<file path="src/rtl/fechadura_pkg.sv">
// fechadura_pkg: keypad frame type, digit codes, frame classes and lock FSM states
package fechadura_pkg;
   localparam int N_DIGITOS = 20;
   typedef logic [N_DIGITOS-1:0][3:0] senhaPac_t;
   localparam logic [3:0] DIG_VAZIO     = 4'hF;
   localparam logic [3:0] DIG_LIMPAR    = 4'hB;
   localparam logic [3:0] DIG_EXPIRADO  = 4'hE;
   localparam logic [3:0] DIG_CONFIRMAR = 4'hA;
   typedef enum logic [2:0] {FECHADA, VERIFICAR, ABERTA, NOVA_SENHA, BLOQUEIO} estado_t;
   typedef enum logic [1:0] {ENTRADA, EXPIRADO, LIMPAR, VAZIO} classe_t;
   function automatic logic todos_iguais(input senhaPac_t f, input logic [3:0] d);
      return f == {N_DIGITOS{d}};
   endfunction
   // control frames fill every digit with the same code; anything else is a real entry
   function automatic classe_t classificar(input senhaPac_t f);
      return todos_iguais(f, DIG_EXPIRADO) ? EXPIRADO :
             todos_iguais(f, DIG_LIMPAR)   ? LIMPAR   :
             todos_iguais(f, DIG_VAZIO)    ? VAZIO    : ENTRADA;
   endfunction
endpackage

</file>
<file path="src/rtl/temporizador_descendente.sv">
// temporizador_descendente: loadable down-counter with zero flag, shared by the open and lockout windows
module temporizador_descendente #(
   parameter int W = 15
) (
   input  logic         clk,
   input  logic         rst,
   input  logic         load,
   input  logic [W-1:0] value,
   input  logic         tick,
   output logic [W-1:0] count,
   output logic         zero
);
   assign zero = count == '0;
   always_ff @(posedge clk)
      if (rst) count <= '0;
      else if (load) count <= value;
      else if (tick && !zero) count <= count - W'(1);
endmodule

</file>
<file path="src/rtl/verificador_de_senha.sv">
// verificador_de_senha: checks confirmed keypad entries against the stored password, drives lock, lockout and password change
module verificador_de_senha
   import fechadura_pkg::*;
#(
   parameter int        TENTATIVAS_MAX = 3,
   parameter int        T_ABERTA       = 5000,
   parameter int        T_BLOQUEIO     = 30000,
   parameter senhaPac_t SENHA_PADRAO   = {{16{4'hF}}, 16'h1234}
) (
   input  logic       clk,
   input  logic       rst,
   input  senhaPac_t  digitos_value,
   input  logic       digitos_valid,
   input  logic       atualizar_senha,
   output logic       teclado_enable,
   output logic       tranca_aberta,
   output logic       senha_incorreta,
   output logic       bloqueado,
   output logic       senha_gravada,
   output logic [3:0] tentativas
);
   localparam int TW = $clog2(T_ABERTA > T_BLOQUEIO ? T_ABERTA : T_BLOQUEIO);
   estado_t        estado, proximo;
   senhaPac_t      senha_reg, quadro;
   logic           valid_q, novo_quadro, entrada, confere;
   logic           carregar, zero, tick, gravar, incorreta_prox;
   logic [TW-1:0]  valor, contagem;
   logic [3:0]     tent_inc, tent_prox;

   temporizador_descendente #(.W(TW)) u_temporizador (
      .clk(clk), .rst(rst), .load(carregar), .value(valor), .tick(tick), .count(contagem), .zero(zero)
   );

   assign entrada  = novo_quadro && classificar(quadro) == ENTRADA;
   assign confere  = quadro == senha_reg;
   assign tick     = estado inside {ABERTA, NOVA_SENHA, BLOQUEIO};
   assign tent_inc = tentativas >= 4'(TENTATIVAS_MAX) ? tentativas : tentativas + 4'd1;

   // a valid held high for many cycles delivers exactly one frame
   always_ff @(posedge clk)
      if (rst) begin
         valid_q     <= 1'b0;
         novo_quadro <= 1'b0;
         quadro      <= '1;
      end else begin
         valid_q     <= digitos_valid;
         novo_quadro <= digitos_valid && !valid_q;
         if (digitos_valid && !valid_q) quadro <= digitos_value;
      end

   always_comb begin
      proximo        = estado;
      carregar       = 1'b0;
      valor          = '0;
      tent_prox      = tentativas;
      gravar         = 1'b0;
      incorreta_prox = 1'b0;
      case (estado)
         FECHADA:    if (entrada) proximo = VERIFICAR;
         VERIFICAR:
            if (confere) begin
               proximo   = ABERTA;
               tent_prox = '0;
               carregar  = 1'b1;
               valor     = TW'(T_ABERTA - 1);
            end else begin
               incorreta_prox = 1'b1;
               tent_prox      = tent_inc;
               proximo        = tent_inc == 4'(TENTATIVAS_MAX) ? BLOQUEIO : FECHADA;
               carregar       = tent_inc == 4'(TENTATIVAS_MAX);
               valor          = TW'(T_BLOQUEIO - 1);
            end
         ABERTA:     proximo = zero ? FECHADA : atualizar_senha ? NOVA_SENHA : ABERTA;
         // a new entry arriving on the expiry cycle is still stored
         NOVA_SENHA: begin
            gravar  = entrada;
            proximo = (entrada || zero) ? FECHADA : NOVA_SENHA;
         end
         BLOQUEIO:
            if (zero) begin
               proximo   = FECHADA;
               tent_prox = '0;
            end
         default:    proximo = FECHADA;
      endcase
   end

   always_ff @(posedge clk)
      if (rst) begin
         estado          <= FECHADA;
         senha_reg       <= SENHA_PADRAO;
         tentativas      <= '0;
         teclado_enable  <= 1'b1;
         tranca_aberta   <= 1'b0;
         bloqueado       <= 1'b0;
         senha_incorreta <= 1'b0;
         senha_gravada   <= 1'b0;
      end else begin
         estado          <= proximo;
         tentativas      <= tent_prox;
         senha_incorreta <= incorreta_prox;
         senha_gravada   <= gravar;
         tranca_aberta   <= proximo == ABERTA || proximo == NOVA_SENHA;
         bloqueado       <= proximo == BLOQUEIO;
         teclado_enable  <= proximo != BLOQUEIO;
         if (gravar) senha_reg <= quadro;
      end
endmodule

</file>
<file path="config.mk">
export PLATFORM = sky130hd
export DESIGN_NAME = verificador_de_senha
export DESIGN_NICKNAME = d
export VERILOG_FILES = /design/src/rtl/fechadura_pkg.sv /design/src/rtl/temporizador_descendente.sv /design/src/rtl/verificador_de_senha.sv
export SDC_FILE = /design/constraint.sdc
export NUM_CORES = 1
export LEC_CHECK = 0
export ABC_AREA = 1
export CORE_ASPECT_RATIO = 0.6
export CORE_MARGIN = 5
export CORE_UTILIZATION = 54
export DETAILED_ROUTE_END_ITERATION = 6
export DONT_BUFFER_PORTS = 1
export PLACE_DENSITY_LB_ADDON = 0.08
export SYNTH_ARGS = -nofsm -noshare
export SYNTH_HDL_FRONTEND = slang
export SYNTH_SLANG_ARGS = --single-unit
</file>
<file path="constraint.sdc">
create_clock -name clk -period 3.08 [get_ports clk]
set_input_delay 0.616 -clock clk [delete_from_list [all_inputs] [get_ports clk]]
set_output_delay 0.616 -clock clk [all_outputs]
set_load 0.005 [all_outputs]
</file>
* Word-level counts from Yosys, hierarchy flattened *
Index checks and enable logic that the tools add are counted.

storage, ports and cells
  bits in registers = 189
  output and inout bits = 9
  logic and storage cells = 106

operators by class
  add/sub/neg operators = 2
  magnitude comparators = 1
  equal/unequal tests = 14
  muxes and demuxes = 23
  bitwise gates (word level) = 1
  reductions and logical operators = 15

operator list
  kind                                                                   count
  80-bit == test, second input constant                                  3
  80-bit == test                                                         1
  15-bit two-way mux                                                     4
  15-bit zero test                                                       1
  3-bit one-hot mux with 5 select lines                                  1
  15-bit by 1-bit subtractor with 15-bit output, second input constant   1
  3-bit by 2-bit == test with 1-bit output, second input constant        4
  3-bit two-way mux                                                      4
  4-bit two-way mux                                                      3
  2-bit two-way mux                                                      5
  4-bit one-hot mux with 2 select lines                                  1
  3-bit == test, second input constant                                   2
  1-bit two-way mux                                                      5
  4-bit by 1-bit adder with 4-bit output, second input constant          1
  4-bit by 2-bit == test with 1-bit output, second input constant        1
  4-bit by 2-bit >= comparator with 1-bit output, second input constant  1
  2-bit nonzero test                                                     2
  3-bit by 1-bit == test with 1-bit output, second input constant        1
  1-bit logical AND                                                      3
  3-bit zero test                                                        1
  3-bit != test, second input constant                                   1
  3-bit nonzero test                                                     1
  1-bit zero test                                                        2
  2-bit zero test                                                        1
  other kinds (5)                                                        6

* Logic depth before layout (Yosys ltp) *
Gate-level depths: netlist (run 1).

  word-level depth = 11
  depth in mapped cells = 14

* Hierarchy *
A second synthesis (run 1) with hierarchy kept.

second synthesis, totals
  cells, all modules = 1318
  area, all modules = 8971.1 µm²

by module, submodules not included
  module                    times used  cells an instance  area an instance (µm²)  seq. area each (µm²)
  verificador_de_senha      1           1128               7835.0                  3483.3
  temporizador_descendente  1           190                1136.1                  300.3

* Worst setup path after synthesis (run 1) *
Ideal clock, no wire load.

  path kind = register -> register
  start = register tentativas[0]
  end = register u_temporizador.count[4]
  library setup time = 0.119 ns
  arrival time = 1.689 ns
  required time = 2.961 ns
  setup slack = 1.272 ns
  stages on the path, launching flop included = 11
  path buffers = 0
  clock period less this slack = 1.808 ns
  cell sequence = dfxtp_1 -> ha_1 -> inv_1 -> nand2_1 -> o21a_1 -> nor3_4 -> clkinv_1 -> nand2_2 -> inv_1 -> nand2_1 -> nor3_1

between the ends
  word-level cells in the longest chain between the ends = 6

RTL lines
  element                                                                                                          RTL line                        RTL
  from (decl)                                                                                                      verificador_de_senha.sv:20      output logic [3:0] tentativas
  from (signal assigned)                                                                                           verificador_de_senha.sv:100     tentativas <= tent_prox;
  4-bit by 1-bit adder with 4-bit output / 4-bit by 2-bit >= comparator with 1-bit output (equally long branches)  verificador_de_senha.sv:37      assign tent_inc = tentativas >= 4'(TENTATIVAS_MAX) ? tentativas : tentativas + 4'd1;
  4-bit two-way mux (*)                                                                                            verificador_de_senha.sv:37
  4-bit by 2-bit == test with 1-bit output (*)                                                                     verificador_de_senha.sv:70      carregar = tent_inc == 4'(TENTATIVAS_MAX);
  1-bit two-way mux (*)                                                                                            verificador_de_senha.sv:61      if (confere) begin
  1-bit two-way mux (*)                                                                                            verificador_de_senha.sv:58      case (estado)
  15-bit two-way mux / 2-bit nonzero test (equally long branches)                                                  -
  to (signal assigned)                                                                                             temporizador_descendente.sv:16  else if (load) count <= value;
  to (signal assigned)                                                                                             temporizador_descendente.sv:17  else if (tick && !zero) count <= count - W'(1);
  to (decl)                                                                                                        temporizador_descendente.sv:10  output logic [W-1:0] count,

Mark *: on every way between the ends. The rest lies on a longest branch, timed or not.
A chain may end at the register's enable or synchronous reset.

* Worst setup path in the final report (run 1) *
  start = register quadro[39] (netlist bit)
  end = register senha_reg[15] (netlist bit)

between the ends
  word-level cells in the longest chain between the ends = 7

RTL lines
  element                 RTL line                     RTL
  from (decl)             verificador_de_senha.sv:24   senhaPac_t senha_reg, quadro;
  from (signal assigned)  verificador_de_senha.sv:48   if (digitos_valid && !valid_q) quadro <= digitos_value;
  80-bit == test          fechadura_pkg.sv:12          return f == {N_DIGITOS{d}};
  2-bit two-way mux       fechadura_pkg.sv:18          todos_iguais(f, DIG_VAZIO) ? VAZIO : ENTRADA;
  2-bit two-way mux       fechadura_pkg.sv:17          todos_iguais(f, DIG_LIMPAR) ? LIMPAR :
  2-bit two-way mux (*)   fechadura_pkg.sv:16          return todos_iguais(f, DIG_EXPIRADO) ? EXPIRADO :
  2-bit zero test (*)     verificador_de_senha.sv:34   assign entrada = novo_quadro && classificar(quadro) == ENTRADA;
  1-bit logical AND (*)   verificador_de_senha.sv:34
  1-bit two-way mux (*)   verificador_de_senha.sv:58
  to (signal assigned)    verificador_de_senha.sv:106  if (gravar) senha_reg <= quadro;
  to (decl)               verificador_de_senha.sv:24

Marked as above.

==> results of run 1 <==
==> area by class of cell <==
cell class,instances,share of cell area
clock inverters,14,0.0161
clock buffers,17,0.0449
inverters,113,0.0451
well taps,209,0.0276
repair buffers,12,0.0148
multi-input cells,889,0.452
flip-flops and latches,189,0.400
==> where the power goes <==
group	leakage [nW]	internal, mW	switching, mW
registers	1.55	2.53	0.119
clock network	0.279	1.15	1.05
logic	2.99	0.152	0.291
total	4.81	3.83	1.45
==> path summary, 6_finish.rpt <==
check | slack [ns] | depth (start not counted) | to
setup reg to reg | 0.64 | 11 | senha_reg[15]$_SDFFE_PP0P_
hold reg to reg | 0.48 | 2 | senha_reg[37]$_SDFFE_PP1P_
hold / removal | 0.25 | 1 | senha_gravada$_SDFF_PP0_
setup / recovery | 0.64 | 11 | senha_reg[15]$_SDFFE_PP0P_
==> Yosys cell counts <==
master | number | area (sq um)
nand2_1 | 390 | 1460
dfxtp_1 | 189 | 3780
nor2_1 | 153 | 574
nand3_1 | 120 | 601
inv_1 | 110 | 413
nand4_1 | 77 | 482
o211ai_1 | 55 | 413
clkbuf_1 | 42 | 158
xor2_1 | 36 | 315
xnor2_1 | 17 | 149
nor3_1 | 15 | 75.1
buf_2 | 9 | 45.0
buf_1 | 8 | 30.0
buf_4 | 7 | 52.6
a21oi_1 | 6 | 30.0
o21ai_0 | 5 | 25.0
clkinv_1 | 3 | 11.3
nor4_1 | 3 | 18.8
ha_1 | 2 | 25.0
o21a_1 | 2 | 15.0
and2_0 | 1 | 6.26
nand2_2 | 1 | 6.26
nand3_2 | 1 | 10.0
nand3b_1 | 1 | 7.51
nor3_4 | 1 | 16.3
o31ai_1 | 1 | 7.51
or2_2 | 1 | 6.26
or3_1 | 1 | 6.26
==> critical path: cells and delay by family (launching register included) <==
family | cells | cell delay (ns)
DFF | 1 | 0.41
and+or+nand+nor | 9 | 1.17
buffers and inverters | 1 | 0.29
AOI/OAI and AO/OA | 1 | 0.44
==> cell families (layout without fill, tap and decap cells) <==
| logic type | Yosys count | after routing |
|---|---|---|
| simple gates | 765 | 765 |
| flops | 189 | 189 |
| buf+inv | 179 | 156 |
| compound gates | 69 | 69 |
| xor+xnor | 53 | 53 |
| fa+ha+maj | 2 | 2 |
==> stage by stage <==
| stage | total power [mW] | area [sq um] | util |
|---|---|---|---|
| finish | 5.28 | 9470 | 0.589 |
| global route | 5.47 | 9470 | 0.589 |
| CTS | 5.31 | 9470 | 0.589 |
| detailed placement | 3.14 | 8890 | 0.553 |
| global placement | 3.13 | 8890 | 0.553 |
| floorplan | 2.99 | 8750 | - |
==> layer usage <==
| metal | routed length [um] | vias to the layer above |
|---|---|---|
| li1 | - | 3995 |
| met1 | 12100 | 3597 |
| met2 | 8850 | 239 |
| met3 | 1640 | 8 |
| met4 | 91 | 0 |
| met5 | 0 | - |
==> placed cells by master, fill, tap and decap left out, types with 3 or more instances in the layout <==
master,n
clkbuf_16,17
buf_12,4
o21ai_0,5
inv_8,3
xor2_1,36
inv_6,4
nor4_1,3
nor3_1,15
buf_4,8
inv_1,110
nand4_1,77
nor2_1,151
a21oi_1,6
nand2_1,390
dfxtp_1,189
nand3_1,120
o211ai_1,55
xnor2_1,17
==> out/qor.txt, run 1 <==
status = completed
area share of xor/xnor cells in the synthesized design = 0.0531
Crit path required time = 3.40 ns
dpl ws = 0.711 ns
Worst Max-Slew Pin Slew = 0.824 ns
clock-pin slew on the worst setup and hold paths = 0.08 ns
Hold Vio Cnt, Final = 0
std cell rows = 36
VDD IR max = 0.417 mV
Setup crit start = quadro[39]$_SDFFE_PP1P_
fraction of the mapped netlist area in simple logic gates = 0.374
Lkg Pwr = 4.81 nW
DRC = 0
worst stage delay on the critical path = 0.44 ns
mux cell area share after synthesis = 0
Initial Utilization = 0.544
layout cells sized above 1 = 0.0405
clock latency on the worst-skew pair = 0.43 ns
initial antenna violation count = 0
H-tree Lvls = 4
Worst EP arrival = 2.76 ns
fin cells = 1443
Final nets = 1308
ant diodes = 0
Power Density = 558 nW/um^2
Cell Area, Synth = 8750 sq um
die area = 18900 sq um
YS warnings = 0
register area = 3780 sq um
Clock Sink Count = 189
DR WL/cell = 15.7 um
Root Buffer = clkbuf_16
multi-input logic area = 4280 sq um
GRT overflow = 0
die height = 109 um
largest family of logic cells by synthesized area = simple AND/OR/NAND/NOR gates
GRT Total Usage = 0.238
setup slack after layout = 0.644 ns
placed cells = 1412
met3 Track Usage GR = 0.0461
setup_tns = 0 ns
vias per inst = 5.43
Layout area overhead = 8.23%
Total Wirelength = 22600 um
io pins = 93
Setup CP Type = reg -> reg
first drt pass iteration count = 7
Mapped Cells = 1257
Post-CTS Hold Fix Bufs = 0
Slew Viols, Final = 0
library cells used by synthesis = 28
startpoint types = register
largest net degree at the start of global routing = 81
CTS Buf Count = 17
fin crit share = 0.791
Adder-Cell Fraction of Synth Area = 0.00286
CTS Buffer Depth = 2
fillers = 1604
global-route wire length before repair = 36100 um
Vias = 7839
Die W = 174 um
maximum operating frequency = 410 MHz
Mean Syn Cell Area = 6.96 sq um
CP dominant cell by count = nand2_1
# setup viols final = 0
met1 GRT Util = 0.386
met2 Use GR = 0.322
Tmin final = 2.44 ns
Starting DRT DRC Count = 749
vias in the first global route = 6770
GPL Wtd Cong = 0.813
Port Buffers = 0
clock skew = 0.0173 ns
CP endpoint kind = register
GRT busiest layer = met1
flops & latches, synth = 189
hold_ws = 0.247 ns
Critical Path, Cell by Cell = nand2_1, nor2_1, nand2_1, nor3_1, nand3b_1, o21a_1, nand3_4, buf_12, nand2_1, nand2_1, nor2_1
Reg2Reg Launch Point = quadro[39]$_SDFFE_PP1P_
post-cts sizing count = 0
worst-path fanout max = 69
register area share after synthesis = 0.433
Post-CTS Setup Inserts = 0
Relative slew margins = 0.446
number of routed nets with antenna violations = 0
Max stage delay cell, worst path = o21a_1
Post-DP HPWL = 15700 um
syn nets = 1343
CTS tree = done
Compound-Gate Fraction of Synth Area = 0.0561
Hold Crit Class = in -> reg
Placeable Area = 16100 sq um
maxcap violations = 0
RSZ-0062 raised after global routing = false
Hold Crit Start = rst
(Power assumes the default switching activity.)
==> run 2, diff against run 1 <==
Clock period 3.08 ns to 2.15 ns, I/O delays scaled along.
==> run 2 against run 1 <==
Compared with the run above: core utilization grew 1.5 points; non-clock buffer count grew 27; clock power grew 37%; die area is the same; count of clock-buffer cells in the layout grew 1; final area grew 2.6%; global-route usage grew 0.40 points; sequential share of layout area shrank 0.90 points; largest cell class unchanged; highest routed layer unchanged.
==> out/qor.txt, run 2 (synthesized netlist as in run 1, its figures left out) <==
setup_tns = 0 ns (unchanged)
Port Buffers = 0 (unchanged)
startpoint types = register (unchanged)
post-route cell area = 9710 sq um (was 9470 sq um)
most common cell after layout, fill and taps aside = nand2_1 (unchanged)
Final nets = 1335 (was 1308)
global-route wire length before repair = 36600 um (was 36100 um)
commonest non-fill, non-tap cells in the layout = 390 x nand2_1, 180 x dfxtp_1, 148 x nor2_1 (was 390 x nand2_1, 189 x dfxtp_1, 151 x nor2_1)
Hold Crit Class = in -> reg (unchanged)
die height = 109 um (unchanged)
Hold Vio Cnt, Final = 0 (unchanged)
Vias = 7962 (was 7839)
reg-to-reg slack, setup = 0.14 ns (was 0.64 ns)
GRT Total Usage = 0.242 (was 0.238)
Relative slew margins = 0.675 (was 0.446)
fin cells = 1471 (was 1443)
worst-path fanout max = 18 (was 69)
io pins = 93 (unchanged)
Slew Viols, Final = 0 (unchanged)
initial antenna violation count = 0 (unchanged)
status = completed (unchanged)
Die W = 174 um (unchanged)
placed cells = 1433 (was 1412)
ant diodes = 0 (unchanged)
Net Sw Frac = 0.278 (was 0.275)
Worst EP arrival = 2.37 ns (was 2.76 ns)
Layout area overhead = 11.0% (was 8.23%)
number of routed nets with antenna violations = 0 (unchanged)
CP endpoint kind = register (unchanged)
Final Util = 0.604 (was 0.589)
Placeable Area = 16100 sq um (unchanged)
VDD IR max = 0.529 mV (was 0.417 mV)
clock network fraction of design power = 0.402 (was 0.415)
Worst Max-Slew Pin Slew = 0.487 ns (was 0.824 ns)
placed inst area = 9070 sq um (was 8890 sq um)
std cell rows = 36 (unchanged)
GPL Wtd Cong = 0.856 (was 0.813)
CTS Buf Count = 17 (unchanged)
maxcap violations = 0 (unchanged)
Total Wirelength = 23000 um (was 22600 um)
DR WL/cell = 15.6 um (was 15.7 um)
die area = 18900 sq um (unchanged)
Comb power frac = 0.092 (was 0.084)
Starting DRT DRC Count = 701 (was 749)
first drt pass iteration count = 5 (was 7)
vias in the first global route = 6760 (was 6770)
Clock Sink Count = 189 (unchanged)
largest net degree at the start of global routing = 79 (was 81)
Post-DP HPWL = 16200 um (was 15700 um)
clock latency on the worst-skew pair = 0.43 ns (about the same)
clock skew = 0.0133 ns (was 0.0173 ns)
switching power total = 2.08 mW (was 1.45 mW)
# setup viols final = 0 (unchanged)
vias per inst = 5.41 (was 5.43)
DRC = 0 (unchanged)
Reg power frac = 0.506 (was 0.501)
Setup CP Type = reg -> reg (unchanged)
Initial Utilization = 0.544 (unchanged)
Crit path required time = 2.51 ns (was 3.40 ns)
Root Buffer = clkbuf_16 (unchanged)
CTS Buffer Depth = 2 (unchanged)
H-tree Lvls = 4 (unchanged)
layout cells sized above 1 = 0.0737 (was 0.0405)
internal power = 5.40 mW (was 3.83 mW)
Tmin final = 2.01 ns (was 2.44 ns)
maximum operating frequency = 499 MHz (was 410 MHz)
GRT overflow = 0 (unchanged)
fin crit share = 0.933 (was 0.791)
Power Density = 769 nW/um^2 (was 558 nW/um^2)
clock-pin slew on the worst setup and hold paths = 0.08 ns (about the same)
CTS tree = done (unchanged)
Lkg Pwr = 4.93 nW (was 4.81 nW)
## run 2: cell count changes in the layout (fill, tap and decap cells not counted), moves of 2 or more
cell,change
nor4_2,+2
buf_4,+24
nor2_2,+3
nor4_1,-2
dfxtp_2,+9
clkinv_1,-2
dfxtp_1,-9
buf_12,+2
clkinvlp_4,+3
nor2_1,-3
## run 2: metal layers
metal / vias to the layer above / wire (um) / GRT usage
met1: 3608 / 12400 / 0.400
li1: 4059 / - / -
met4: 0 / 155 / 0.0508
met2: 281 / 8690 / 0.313
met3: 14 / 1800 / 0.0510
met5: - / 0 / 0
## run 2: timing repair
action	CTS	global route
hold buffers	0	0
setup endpoints to repair	0	70
buffers inserted	0	6
resized for setup	0	17
## run 2: critical path: stages (launching register included)
cell	delay, ns
dfxtp_1	0.37
nor2_1	0.25
nand3_1	0.10
nor2_1	0.16
nand2_1	0.07
nand3b_1	0.17
o21a_1	0.24
buf_4	0.22
nand2_1	0.08
nand2_1	0.07
nand3_1	0.07
nand2_1	0.06
inv_1	0.06
## run 2: area by class of cell
class	count	area [sq um]
well taps	209	262
multi-input cells	889	4300
repair buffers	39	372
flip-flops and latches	189	3790
inverters	113	434
clock buffers	18	429
fillers	1505	6370
clock inverters	14	125
## run 2: power by group through the flow
stage,logic [mW],registers [mW],clock network (mW)
after CTS,0.679,3.77,3.06
after detailed placement,0.676,3.85,0
final,0.688,3.78,3.00
after global placement,0.672,3.85,0
after floorplan,0.481,3.80,0
after global routing,0.773,3.79,3.21
## run 2: final timing paths
kind / start / to / cells after the start
worst min-delay path: rst / tentativas[1]$_SDFFE_PP0P_ / 1
worst max-delay path: quadro[78]$_SDFFE_PP1P_ / estado[1]$_SDFF_PP0_ / 12
worst min register to register: senha_reg[59]$_SDFFE_PP1P_ / senha_reg[59]$_SDFFE_PP1P_ / 2
worst max register to register: quadro[78]$_SDFFE_PP1P_ / estado[1]$_SDFF_PP0_ / 12
## run 2: metrics by stage
step	setup WS (ns)	hold slack [ns]	power (mW)
after floorplan	0.342	0.448	4.28
after global placement	0.0959	0.459	4.52
after detailed placement	0.0661	0.464	4.52
after CTS	0.0298	0.0478	7.51
after global routing	-0.00154	0.0442	7.78
final	0.145	0.0614	7.47
